File: config.mk
export PLATFORM = sky130hd
export DESIGN_NAME = mmio_uart_tx
export DESIGN_NICKNAME = d
export VERILOG_FILES = /design/src/rtl/mmio_uart_tx_pkg.sv /design/src/rtl/sync_fifo.sv /design/src/rtl/mmio_uart_tx.sv
export SDC_FILE = /design/constraint.sdc
export NUM_CORES = 1
export LEC_CHECK = 0
export CAP_MARGIN = 15
export CORE_ASPECT_RATIO = 2
export CORE_MARGIN = 10
export CORE_UTILIZATION = 45
export CTS_BUF_LIST = sky130_fd_sc_hd__clkbuf_4 sky130_fd_sc_hd__clkbuf_8
export CTS_CLUSTER_DIAMETER = 30
export DETAILED_ROUTE_END_ITERATION = 6
export HOLD_SLACK_MARGIN = 0.1
export PLACE_DENSITY = 0.68
export RECOVER_POWER = 100
export SYNTH_ARGS = -nofsm -noshare
export SYNTH_HDL_FRONTEND = slang
export SYNTH_SLANG_ARGS = --single-unit
File: constraint.sdc
create_clock -name clk -period 4.1 [get_ports clk]
set_clock_uncertainty 0.15 [all_clocks]
set_input_delay 1.025 -clock clk [delete_from_list [all_inputs] [get_ports clk]]
set_output_delay 1.025 -clock clk [all_outputs]
set_load 0.01 [all_outputs]
File: src/rtl/mmio_uart_tx_pkg.sv
// Shared definitions for the memory-mapped UART transmitter: register offsets,
// STATUS bit positions and serialiser state encodings.
package mmio_uart_tx_pkg;

    localparam logic [1:0] UART_TXDATA = 2'd0;
    localparam logic [1:0] UART_STATUS = 2'd1;
    localparam logic [1:0] UART_BAUD   = 2'd2;

    localparam int STAT_FULL      = 0;
    localparam int STAT_EMPTY     = 1;
    localparam int STAT_SHIFTING  = 2;
    localparam int STAT_OVERFLOW  = 3;
    localparam int STAT_COUNT_LSB = 4;

    localparam int BAUD_WIDTH = 16;

    typedef enum logic [1:0] {
        ST_IDLE  = 2'd0,
        ST_START = 2'd1,
        ST_DATA  = 2'd2,
        ST_STOP  = 2'd3
    } tx_state_t;

    // A divider of zero would stall the bit timer, so it is treated as one.
    function automatic logic [BAUD_WIDTH-1:0] bit_period(input logic [BAUD_WIDTH-1:0] div);
        return (div == '0) ? BAUD_WIDTH'(1) : div;
    endfunction

endpackage

File: src/rtl/sync_fifo.sv
// Single-clock FIFO with show-ahead head output, occupancy count and
// simultaneous push/pop support (including push while full with a pop).
module sync_fifo #(
    parameter int WIDTH = 8,
    parameter int DEPTH = 8,
    localparam int PTR_W = $clog2(DEPTH)
) (
    input  logic             clk,
    input  logic             rst,
    input  logic             push,
    input  logic             pop,
    input  logic [WIDTH-1:0] w_data,
    output logic [WIDTH-1:0] head,
    output logic             full,
    output logic             empty,
    output logic [PTR_W:0]   count
);

    logic [WIDTH-1:0] mem_reg [DEPTH];
    logic [PTR_W-1:0] wr_ptr_reg;
    logic [PTR_W-1:0] rd_ptr_reg;
    logic [PTR_W:0]   count_reg;
    logic             push_ok;
    logic             pop_ok;

    assign empty   = (count_reg == '0);
    assign full    = (count_reg == (PTR_W+1)'(DEPTH));
    assign count   = count_reg;
    assign pop_ok  = pop && !empty;
    // A full FIFO still accepts a push when the same edge frees a slot.
    assign push_ok = push && (!full || pop_ok);

    // Head is read combinationally so the consumer can latch it on the pop edge.
    assign head = mem_reg[rd_ptr_reg];

    always_ff @(posedge clk) begin
        if (push_ok) begin
            mem_reg[wr_ptr_reg] <= w_data;
        end
    end

    always_ff @(posedge clk or posedge rst) begin
        if (rst) begin
            wr_ptr_reg <= '0;
            rd_ptr_reg <= '0;
            count_reg  <= '0;
        end else begin
            if (push_ok) begin
                wr_ptr_reg <= wr_ptr_reg + PTR_W'(1);
            end
            if (pop_ok) begin
                rd_ptr_reg <= rd_ptr_reg + PTR_W'(1);
            end
            case ({push_ok, pop_ok})
                2'b10:   count_reg <= count_reg + (PTR_W+1)'(1);
                2'b01:   count_reg <= count_reg - (PTR_W+1)'(1);
                default: count_reg <= count_reg;
            endcase
        end
    end

endmodule

File: src/rtl/mmio_uart_tx.sv
// Store-path UART transmitter: register decode, TX FIFO and 8N1 serialiser
// with a programmable bit period and registered read-back.
module mmio_uart_tx
    import mmio_uart_tx_pkg::*;
#(
    parameter int ADDR_WIDTH     = 12,
    parameter int DATA_WIDTH     = 32,
    parameter int FIFO_DEPTH     = 8,
    parameter int BAUD_DIV_RESET = 868
) (
    input  logic                  clk,
    input  logic                  rst,
    input  logic [ADDR_WIDTH-1:0] addr,
    input  logic [DATA_WIDTH-1:0] w_data,
    input  logic [3:0]            byte_w_en,
    input  logic                  r_en,
    output logic [DATA_WIDTH-1:0] r_data,
    output logic                  tx,
    output logic                  busy
);

    localparam int CNT_W = $clog2(FIFO_DEPTH) + 1;

    logic [1:0]            reg_sel;
    logic                  push;
    logic                  pop;
    logic                  clr_ovf;
    logic [7:0]            fifo_head;
    logic                  fifo_full;
    logic                  fifo_empty;
    logic [CNT_W-1:0]      fifo_count;

    logic [BAUD_WIDTH-1:0] baud_div_reg;
    logic [BAUD_WIDTH-1:0] baud_cnt_reg;
    logic                  overflow_reg;
    logic [7:0]            shift_reg;
    logic [2:0]            bit_cnt_reg;
    tx_state_t             state_reg;
    tx_state_t             state_next;
    logic                  period_end;
    logic [DATA_WIDTH-1:0] rd_mux;
    logic [DATA_WIDTH-1:0] r_data_reg;
    logic                  unused_ok;

    assign reg_sel   = addr[1:0];
    assign push      = byte_w_en[0] && (reg_sel == UART_TXDATA);
    assign clr_ovf   = byte_w_en[0] && (reg_sel == UART_STATUS) && w_data[3];
    assign unused_ok = ^{addr[ADDR_WIDTH-1:2], w_data[DATA_WIDTH-1:16], byte_w_en[3:2]};

    sync_fifo #(
        .WIDTH (8),
        .DEPTH (FIFO_DEPTH)
    ) u_fifo (
        .clk    (clk),
        .rst    (rst),
        .push   (push),
        .pop    (pop),
        .w_data (w_data[7:0]),
        .head   (fifo_head),
        .full   (fifo_full),
        .empty  (fifo_empty),
        .count  (fifo_count)
    );

    always_ff @(posedge clk or posedge rst) begin
        if (rst) begin
            baud_div_reg <= BAUD_WIDTH'(BAUD_DIV_RESET);
            overflow_reg <= 1'b0;
        end else begin
            if (byte_w_en[0] && (reg_sel == UART_BAUD)) begin
                baud_div_reg[7:0] <= w_data[7:0];
            end
            if (byte_w_en[1] && (reg_sel == UART_BAUD)) begin
                baud_div_reg[15:8] <= w_data[15:8];
            end
            if (push && fifo_full && !pop) begin
                overflow_reg <= 1'b1;
            end else if (clr_ovf) begin
                overflow_reg <= 1'b0;
            end
        end
    end

    // Bit timer counts down to zero; the reload samples the divider only at a
    // bit boundary, so a mid-bit divider write never stretches the current bit.
    assign period_end = (baud_cnt_reg == '0);

    always_ff @(posedge clk or posedge rst) begin
        if (rst) begin
            state_reg <= ST_IDLE;
        end else begin
            state_reg <= state_next;
        end
    end

    always_comb begin
        state_next = state_reg;
        pop        = 1'b0;
        case (state_reg)
            ST_IDLE: begin
                if (!fifo_empty) begin
                    pop        = 1'b1;
                    state_next = ST_START;
                end
            end
            ST_START: begin
                if (period_end) begin
                    state_next = ST_DATA;
                end
            end
            ST_DATA: begin
                if (period_end && (bit_cnt_reg == 3'd7)) begin
                    state_next = ST_STOP;
                end
            end
            ST_STOP: begin
                if (period_end) begin
                    if (!fifo_empty) begin
                        pop        = 1'b1;
                        state_next = ST_START;
                    end else begin
                        state_next = ST_IDLE;
                    end
                end
            end
            default: state_next = ST_IDLE;
        endcase
    end

    always_ff @(posedge clk or posedge rst) begin
        if (rst) begin
            shift_reg    <= '0;
            bit_cnt_reg  <= '0;
            baud_cnt_reg <= '0;
        end else begin
            if (pop) begin
                shift_reg   <= fifo_head;
                bit_cnt_reg <= '0;
            end else if ((state_reg == ST_DATA) && period_end) begin
                shift_reg   <= {1'b0, shift_reg[7:1]};
                bit_cnt_reg <= bit_cnt_reg + 3'd1;
            end
            if ((state_reg == ST_IDLE) || period_end) begin
                baud_cnt_reg <= bit_period(baud_div_reg) - BAUD_WIDTH'(1);
            end else begin
                baud_cnt_reg <= baud_cnt_reg - BAUD_WIDTH'(1);
            end
        end
    end

    // tx is decoded straight from state so an async reset forces it high at once.
    always_comb begin
        tx   = 1'b1;
        busy = (state_reg != ST_IDLE) || (fifo_count != '0);
        case (state_reg)
            ST_START: tx = 1'b0;
            ST_DATA:  tx = shift_reg[0];
            default:  tx = 1'b1;
        endcase
    end

    always_comb begin
        rd_mux = '0;
        case (reg_sel)
            UART_STATUS: begin
                rd_mux[STAT_FULL]                  = fifo_full;
                rd_mux[STAT_EMPTY]                 = fifo_empty;
                rd_mux[STAT_SHIFTING]              = (state_reg != ST_IDLE);
                rd_mux[STAT_OVERFLOW]              = overflow_reg;
                rd_mux[STAT_COUNT_LSB +: CNT_W]    = fifo_count;
            end
            UART_BAUD: rd_mux[BAUD_WIDTH-1:0] = baud_div_reg;
            default:   rd_mux = '0;
        endcase
    end

    always_ff @(posedge clk or posedge rst) begin
        if (rst) begin
            r_data_reg <= '0;
        end else if (r_en) begin
            r_data_reg <= rd_mux;
        end
    end

    assign r_data = r_data_reg;

endmodule

Yosys cells after proc, flatten, opt, wreduce, memory -nomap -nowiden --
Memories as Yosys holds them, arrays and structs flattened. Index checks and enable logic that the tools add are counted.
Storage, ports and cells: input port bits 51, memories 1, flip-flop bits (word level) 72, bits in writable memories 64, output and inout port bits 34
Memory list:
- u_fifo.mem_reg | words 8, bits a word 8, read ports 1, clocked after memory_dff 0, wr ports 1, RTL line sync_fifo.sv:19 | logic [WIDTH-1:0] mem_reg [DEPTH];
Operators by class: reductions and logical operators 28, muxes and demuxes 23, equal/unequal tests 13, $add $sub $neg 7
Operators by type and width (number):
- $logic_not A16 Y1 | 2
- $mux W16 | 2
- $sub A16 B1 Y16 const B | 2
- $mux W8 | 3
- $pmux W8 S2 | 1
- $logic_and A1 B1 Y1 | 11
- $add A3 B1 Y3 const B | 3
- $eq A2 B2 Y1 const B | 4
- $mux W2 | 4
- $ne A2 B2 Y1 const B | 4
- $pmux W2 S4 | 1
- $pmux W4 S2 | 1
- $reduce_bool A2 Y1 | 4
- $mux W1 | 7
- $eq A2 B1 Y1 const B | 3
- $mux W3 | 2
- $add A4 B1 Y4 const B | 1
- $eq A4 B4 Y1 const B | 1
- $logic_not A2 Y1 | 2
- $logic_not A4 Y1 | 1
- $pmux W1 S2 | 2
- $reduce_and A4 Y1 | 1
- $reduce_bool A4 Y1 | 1
- $sub A4 B1 Y4 const B | 1
- 3 further kinds | 7

Longest topological paths before layout --
Gate-level depths: netlist of run 1.
depth after elaboration 9, depth in mapped cells 12, gate-level depth less buffers 10

By module --
A second synthesis of run 1 with hierarchy kept.
Unflattened totals: cells, all modules 484, area total of the unflattened synthesis 6550.0 um^2
By module, submodules not included:
- mmio_uart_tx | instances 1, cells each 319, area an instance 3414.5 um^2
- sync_fifo | instances 1, cells each 165, area an instance 3135.5 um^2

Worst setup path before layout of run 1 --
No wires, ideal clock.
path type register to register, start point reg state_reg[0], end point reg baud_cnt_reg[12], clock period less this slack 3383 ps, data arrival time 3095 ps, setup time 138 ps, setup slack 717 ps, data required time 3812 ps, stages on the path, launching flop included 13, path buffers 2, cells stage by stage dfrtp_1 inv_1 ha_1 clkbuf_1 a21oi_1 clkbuf_1 mux2i_1 ha_1 nand3b_1 or4_1 a211oi_1 xnor2_1 mux2i_1
Between the ends: word-level cells in the longest chain between the ends 3
Ends and longest elaborated chain:
- start: declaration | RTL line mmio_uart_tx.sv:38 | tx_state_t state_reg;
- start signal: assignment | RTL line mmio_uart_tx.sv:92 | state_reg <= state_next;
- $logic_not A2 Y1 | RTL line mmio_uart_tx.sv:143 | if ((state_reg == ST_IDLE) || period_end) begin
- $logic_or A1 B1 Y1 | RTL line mmio_uart_tx.sv:143
- $mux W16 | RTL line mmio_uart_tx.sv:143
- end signal: assignment | RTL line mmio_uart_tx.sv:144 | baud_cnt_reg <= bit_period(baud_div_reg) - BAUD_WIDTH'(1);
- end signal: assignment | RTL line mmio_uart_tx.sv:146 | baud_cnt_reg <= baud_cnt_reg - BAUD_WIDTH'(1);
- end: declaration | RTL line mmio_uart_tx.sv:34 | logic [BAUD_WIDTH-1:0] baud_cnt_reg;
Every way passes these cells. A chain may end at the register's enable or synchronous reset.

Worst setup path after layout of run 1 --
start point reg baud_cnt_reg[9], end point reg baud_cnt_reg[12]
Between the ends: word-level cells in the longest chain between the ends 3, elaborated cells on any way between the ends 4, those cells by class add/sub (1); mux (1); reduce/logical (2)
Ends and longest elaborated chain (RTL line):
- branches (longest 2 deep; another with $sub A16 B1 Y16)
- $mux W16 * | mmio_uart_tx.sv:143
Mark *: on every way between the ends.

==> results of run 1 <==
-- critical path, delay by kind of cell, from the launching register on --
kind | cells | cell delay [ns]
DFF | 1 | 0.42
and+or+nand+nor | 4 | 1.45
xor gates and xnor gates | 1 | 0.15
muxes | 2 | 0.27
adders and majority gates | 1 | 0.27
buffers and inverters | 1 | 0.26
AOI/OAI and AO/OA | 2 | 0.47
-- routing by layer --
| metal | vias up | routed length, um | GRT usage [%] |
|---|---|---|---|
| met5 | - | 0 | 0 |
| met4 | 0 | 347 | 8.019 |
| met3 | 24 | 396 | 2.953 |
| met2 | 72 | 8131 | 28.01 |
| met1 | 1967 | 4548 | 12.52 |
| li1 | 1841 | - | - |
-- cell families after synthesis --
family / share of synthesized area (%)
adder cells (fa/ha/maj): 2.769
AO/OA/AOI/OAI: 7.496
other: 0.05928
buffers and inverters: 4.826
AND/OR/NAND/NOR: 9.078
XOR/XNOR: 3.461
multiplexers: 13.35
flip-flops: 58.96
-- layout make-up --
| cell class | count | area, sq um |
|---|---|---|
| Tap cell | 189 | 236.5 |
| Fill cell | 1236 | 6611 |
| Sequential cell | 136 | 3730 |
| Inverter | 23 | 86.33 |
| Timing Repair Buffer | 56 | 489.2 |
| Clock inverter | 13 | 146.4 |
| Clock buffer | 19 | 249.0 |
| Multi-Input combinational cell | 295 | 2342 |
-- worst min-delay path by stage --
| stage | start | slack, ns | end | depth (start not counted) |
|---|---|---|---|---|
| detailed placement | overflow_reg | 0.32 | overflow_reg | 2 |
| floorplan | overflow_reg | 0.30 | overflow_reg | 2 |
| CTS | overflow_reg | 0.34 | overflow_reg | 2 |
| global route | overflow_reg | 0.38 | overflow_reg | 2 |
| finish | overflow_reg | 0.34 | overflow_reg | 2 |
| global placement | overflow_reg | 0.32 | overflow_reg | 2 |
-- report_power, final --
part | internal [W] | switching, W
Sequential | 0.00170 | 0.000343
Clock | 0.000560 | 0.000521
Combinational | 0.000685 | 0.000713
-- cells in the mapped netlist, types with 9 or more instances --
cell type	count	share of area, %
mux2_2	19	3.4
xnor2_1	18	2.5
nand2_1	23	1.4
buf_4	17	2.0
nand3_1	12	0.95
o22ai_1	11	1.1
nor3_1	10	0.79
ha_1	14	2.8
a21oi_1	12	0.95
nor2_1	19	1.1
o21ai_0	15	1.2
mux4_2	16	5.7
clkbuf_1	14	0.83
inv_1	23	1.4
edfxtp_1	64	30
nor2b_1	9	0.89
mux2i_1	27	4.3
dfrtp_1	67	27
-- layout by cell type, fill, tap and decap left out, drive strengths merged, types with 3 or more instances in the layout --
master         instances
nor3                  14
xor2                   7
mux2i                 27
a22oi                  7
xnor2                 18
dlygate4sd3           29
clkdlybuf4s50         11
conb                  16
nor4                   9
mux4                  16
buf                    7
nor2b                  9
a21oi                 12
a41oi                  3
ha                    14
mux2                  19
dfrtp                 67
edfxtp                64
clkbuf                28
dfstp                  5
nand3                 12
o21ai                 15
nor2                  19
or3                    3
nand2                 23
clkinv                 6
inv                   26
nand2b                 3
o22ai                 11
a211oi                 8
a31oi                  3
nand3b                 3
-- per-stage QoR --
step           total power (W)  instances  setup slack [ns]
3_3_place_gp          0.003449        699            0.7136
5_1_grt               0.004797        731            0.2512
2_1_floorplan         0.003078        492            0.7173
3_5_place_dp          0.003513        699            0.6450
4_1_cts               0.004602        731            0.6372
6_report              0.004522        731            0.5262
==> qor.yml, run 1 <==
power_density_nw_per_um2: 621.2
clk_path_buf_depth: 2
rows: 61
critPathMaxFanout: 23
place_congestion: 0.8650
clock_latency_ns: 0.43
r2r_cells: 11
grt_pass1_wl_um: 21980
nets: 594
finalSetupTns_ns: 0
endpoint: "baud_cnt_reg[12]"
cp_slowest_cell: "or4_1"
critPathKind: "reg -> reg"
synth-main-ff-cell: "dfrtp_1"
r2r_setup_slack_ns: 0.53
clk_pin_slew_ns: 0.08
dieArea_sq_um: 19490
async_flop_share_pct: 52.94
drc: 0
setup_viol: 0
seq_area_frac_synth_pct: 58.96
wl_per_cell_um: 18.36
placed_area_sq_um: 6937
endpoint_kind: "flip-flop"
first_iter_violations: 157
cp-startpoint: "baud_cnt_reg[9]"
ant_nets: 0
largest_register_ffs: 64
area_delta_synth_final_pct: 15.07
fin_util_pct: 52.41
drt-pass1-iter-count: 4
postCtsHoldBufs: 0
syn_inst: 477
start_kind: "flip-flop"
first_global_vias: 4199
period_share_pct: 87.17
worstPathArrival_ns: 3.74
status: "completed"
hold_class: "reg -> reg"
synth_cell_types: 51
vdd_drop_max_uv: 268.0
ys_ff_latch: 136
cts_buffers: 17
crit_path_cell_trace: "nor3_2 > and2_0 > a21oi_1 > buf_4 > mux2i_1 > ha_1 > nand3b_1 > or4_1 > a211oi_1 > xnor2_1 > mux2i_1"
synth_edf_count: 64
fmax_mhz: 279.8
rsz0062_at_grt: "no"
leakage_nw: 2.861
cts-root-buf: "clkbuf_8"
r2r-end: "baud_cnt_reg[12]"
dp_hpwl_um: 10210
ios: 85
max_cap_violations: 0
slew-limit-headroom_pct: 24.61
vias: 3904
start_util_pct: 45.54
crit_top_cell: "mux2i_1"
critical-path-max-stage-delay_ns: 0.47
period_needed_ns: 3.574
die_h_um: 187.7
syn_area_sq_um: 6326
cts_max_level: 4
worstPathRequired_ns: 4.26
overflow: 0
design_area_sq_um: 7279
finalMaxSlewViolations: 0
r2r-start: "baud_cnt_reg[9]"
layout-drive-gt1-share_pct: 15.68
cts_resized: 0
track_usage_pct: 14.13
wl_um: 13420
cts_tree: "built"
yosysWarnings: 0
viasPerCell: 5.341
io_buffers: 40
grt_antenna_before_repair: 0
grt_start_max_net_pins: 48
syn_area_per_cell_sq_um: 13.26
clock-sinks: 136
hold_slack_ns: 0.3403
cts_setup_buffers: 0
antennaDiodeCount: 0
tightest_slew_ns: 1.131
core_sq_um: 13890
hold_viol: 0
dieWidth_um: 103.8
Power figures use the tool's default switching activity.
==> run 2, diff against run 1 <==
--- a/config.mk
+++ b/config.mk
@@ -5,15 +5,15 @@
 export SDC_FILE = /design/constraint.sdc
 export NUM_CORES = 1
 export LEC_CHECK = 0
-export CAP_MARGIN = 15
+export CAP_MARGIN = 30
 export CORE_ASPECT_RATIO = 2
 export CORE_MARGIN = 10
-export CORE_UTILIZATION = 45
+export CORE_UTILIZATION = 51
 export CTS_BUF_LIST = sky130_fd_sc_hd__clkbuf_4 sky130_fd_sc_hd__clkbuf_8
 export CTS_CLUSTER_DIAMETER = 30
 export DETAILED_ROUTE_END_ITERATION = 6
 export HOLD_SLACK_MARGIN = 0.1
-export PLACE_DENSITY = 0.68
+export PLACE_DENSITY = 0.76
 export RECOVER_POWER = 100
 export SYNTH_ARGS = -nofsm -noshare
 export SYNTH_HDL_FRONTEND = slang
==> run 2 against run 1 <==
The flow now finishes with violations (max-capacitance violations, max-slew violations); non-clock buffer count rose by 1; largest power group unchanged; routed wire length fell by 0.74%; register-to-register slack got worse by 0.14 ns; final cell count fell by 5.6%; sequential share of layout area rose by 0.53 points; hold slack improved by 0.020 ns; total power fell by 0.90%; flip-flop and latch count did not move; highest routed layer unchanged; sequential power barely moved.
==> qor.yml, run 2 (synthesized netlist as in run 1, its figures left out) <==
tightest_slew_ns: 1.785  # was 1.131 ns
cts_buffers: 17  # unchanged
io_buffers: 40  # unchanged
critical-path-max-stage-delay_ns: 0.48  # was 0.47 ns
grt_pass1_wl_um: 21800  # was 21980 um
dp_hpwl_um: 10060  # was 10210 um
track_usage_pct: 15.76  # was 14.13%
ios: 85  # unchanged
die_h_um: 177.5  # was 187.7 um
worstPathRequired_ns: 4.26  # about the same
nets: 595  # was 594
start_util_pct: 52.18  # was 45.54%
wl_um: 13320  # was 13420 um
cp-startpoint: "baud_cnt_reg[11]"  # was baud_cnt_reg[9]
area_delta_synth_final_pct: 13.88  # was 15.07%
violations: "max-capacitance violations, max-slew violations"
max_cap_violations: 1  # was 0
clock_latency_ns: 0.43  # about the same
dieArea_sq_um: 17530  # was 19490 sq um
overflow: 0  # unchanged
critPathKind: "reg -> reg"  # unchanged
period_share_pct: 90.52  # was 87.17%
mostFrequentLayoutCell: "dfrtp_1"  # unchanged
cts_setup_buffers: 0  # unchanged
clk_path_buf_depth: 2  # unchanged
endpoint_kind: "flip-flop"  # unchanged
ant_nets: 0  # unchanged
clk_pin_slew_ns: 0.08  # about the same
place_congestion: 0.8551  # was 0.8650
start_kind: "flip-flop"  # unchanged
vdd_drop_max_uv: 402.8  # was 268.0 uV
antennaDiodeCount: 0  # unchanged
crit_top_cell: "mux2i_1"  # unchanged
clock-sinks: 136  # unchanged
grt_antenna_before_repair: 0  # unchanged
setup_viol: 0  # unchanged
setup_ws_ns: 0.3887  # was 0.5262 ns
viasPerCell: 5.786  # was 5.341
cts_tree: "built"  # unchanged
finalMaxSlewViolations: 73  # was 0
fmax_mhz: 269.4  # was 279.8 MHz
r2r-start: "baud_cnt_reg[11]"  # was baud_cnt_reg[9]
cts_max_level: 4  # unchanged
r2r-end: "baud_cnt_reg[12]"  # unchanged
rsz0062_at_grt: "no"  # unchanged
vias: 3992  # was 3904
core_sq_um: 12120  # was 13890 sq um
power_density_nw_per_um2: 622.0  # was 621.2 nW/um^2
final_cell_mix: "dfrtp_1 (67), edfxtp_1 (64), dlygate4sd3_1 (29)"  # unchanged
cts_resized: 0  # unchanged
rows: 57  # was 61
largest_register_ffs: 64  # unchanged
endpoint: "baud_cnt_reg[12]"  # unchanged
hold_viol: 0  # unchanged
finalSetupTns_ns: 0  # unchanged
hold_class: "reg -> reg"  # unchanged
wl_per_cell_um: 19.31  # was 18.36 um
cts-root-buf: "clkbuf_8"  # unchanged
dp_slack_ns: 0.6165  # was 0.6450 ns
drt-pass1-iter-count: 6  # was 4
dieWidth_um: 98.75  # was 103.8 um
leakage_nw: 2.844  # was 2.861 nW
first_iter_violations: 181  # was 157
drc: 0  # unchanged
fillers: 953  # was 1236
slew-limit-headroom_pct: -18.98  # was 24.61%
worstPathArrival_ns: 3.87  # was 3.74 ns
cp_slowest_cell: "or4_1"  # unchanged
layout-drive-gt1-share_pct: 14.92  # was 15.68%
r2r_cells: 11  # unchanged
period_needed_ns: 3.711  # was 3.574 ns
grt_start_max_net_pins: 73  # was 48
critPathMaxFanout: 20  # was 23
crit_path_cell_trace: "nor3_1 > and2_1 > a21oi_1 > buf_4 > mux2i_1 > ha_1 > nand3b_1 > or4_1 > a211oi_1 > xnor2_1 > mux2i_1"  # was nor3_2 > and2_0 > a21oi_1 > buf_4 > mux2i_1 > ha_1 > nand3b_1 > or4_1 > a211oi_1 > xnor2_1 > mux2i_1
first_global_vias: 4286  # was 4199
status: "finished with violations"  # was completed
r2r_setup_slack_ns: 0.39  # was 0.53 ns
postCtsHoldBufs: 0  # unchanged
run 2: cell types whose count changed in the layout (fill, tap and decap cells not counted), moves of 2 or more:
| cell | delta |
|---|---|
| nor3_1 | +2 |
| inv_6 | +3 |
| clkinv_2 | -2 |
| clkinv_1 | +2 |
| nor3_2 | -2 |
| clkbuf_1 | +2 |
run 2: cell type report:
cell class	count	area [sq um]	area share (%)
Tap cell	147	183.9	2.553
Sequential cell	136	3730	51.77
Inverter	23	86.33	1.198
Multi-Input combinational cell	295	2332	32.37
Clock buffer	18	241.5	3.352
Clock inverter	14	138.9	1.928
Timing Repair Buffer	57	491.7	6.825
run 2: power breakdown:
| group | internal, W | total (W) | leakage (nW) | switching (W) |
|---|---|---|---|---|
| registers | 0.00170 | 0.00204 | 1.45 | 0.000344 |
| logic | 0.000681 | 0.00139 | 1.20 | 0.000706 |
| clock network | 0.000502 | 0.00105 | 0.188 | 0.000549 |
run 2: worst max-delay path: cells and delay by family, from the launching register on:
kind | cells | cell delay, ns
flops | 1 | 0.41
mux | 2 | 0.27
simple gates | 4 | 1.47
xor+xnor | 1 | 0.16
fa+ha+maj | 1 | 0.28
buf+inv | 1 | 0.28
compound gates | 2 | 0.56
run 2: worst min-delay path by stage:
stage | start | end | slack (ns) | depth (start not counted)
2_1_floorplan | overflow_reg | overflow_reg | 0.30 | 2
3_3_place_gp | overflow_reg | overflow_reg | 0.32 | 2
3_5_place_dp | overflow_reg | overflow_reg | 0.34 | 2
4_1_cts | overflow_reg | overflow_reg | 0.36 | 2
5_1_grt | overflow_reg | overflow_reg | 0.40 | 2
6_report | overflow_reg | overflow_reg | 0.36 | 2
run 2: stage by stage:
step                      hold slack, ns  area, sq um  total power (W)  util, %  instances
final                             0.3599         7204         0.004482    59.42        690
after detailed placement          0.3401         6879         0.003510    56.74        658
after CTS                         0.3579         7259         0.004566    59.88        690
after global placement            0.3172         6879         0.003436    56.74        658
after floorplan                   0.2976         6382         0.003078        -        492
after global routing              0.3989         7204         0.004762    59.42        690
run 2: per-layer routing:
| layer | routed length, um | track usage [%] | vias to the layer above |
|---|---|---|---|
| li1 | - | - | 1848 |
| met1 | 4384 | 14.03 | 1979 |
| met2 | 7916 | 30.56 | 123 |
| met3 | 531 | 4.245 | 42 |
| met4 | 492 | 8.343 | 0 |
| met5 | 0 | 0 | - |
==> run 3, diff against run 2 <==
--- a/config.mk
+++ b/config.mk
@@ -15,6 +15,7 @@
 export HOLD_SLACK_MARGIN = 0.1
 export PLACE_DENSITY = 0.76
 export RECOVER_POWER = 100
+export SETUP_SLACK_MARGIN = 0.02
 export SYNTH_ARGS = -nofsm -noshare
 export SYNTH_HDL_FRONTEND = slang
 export SYNTH_SLANG_ARGS = --single-unit
==> results of run 3 <==
No change in the layout: final DEF, timing and power equal those of run 2.
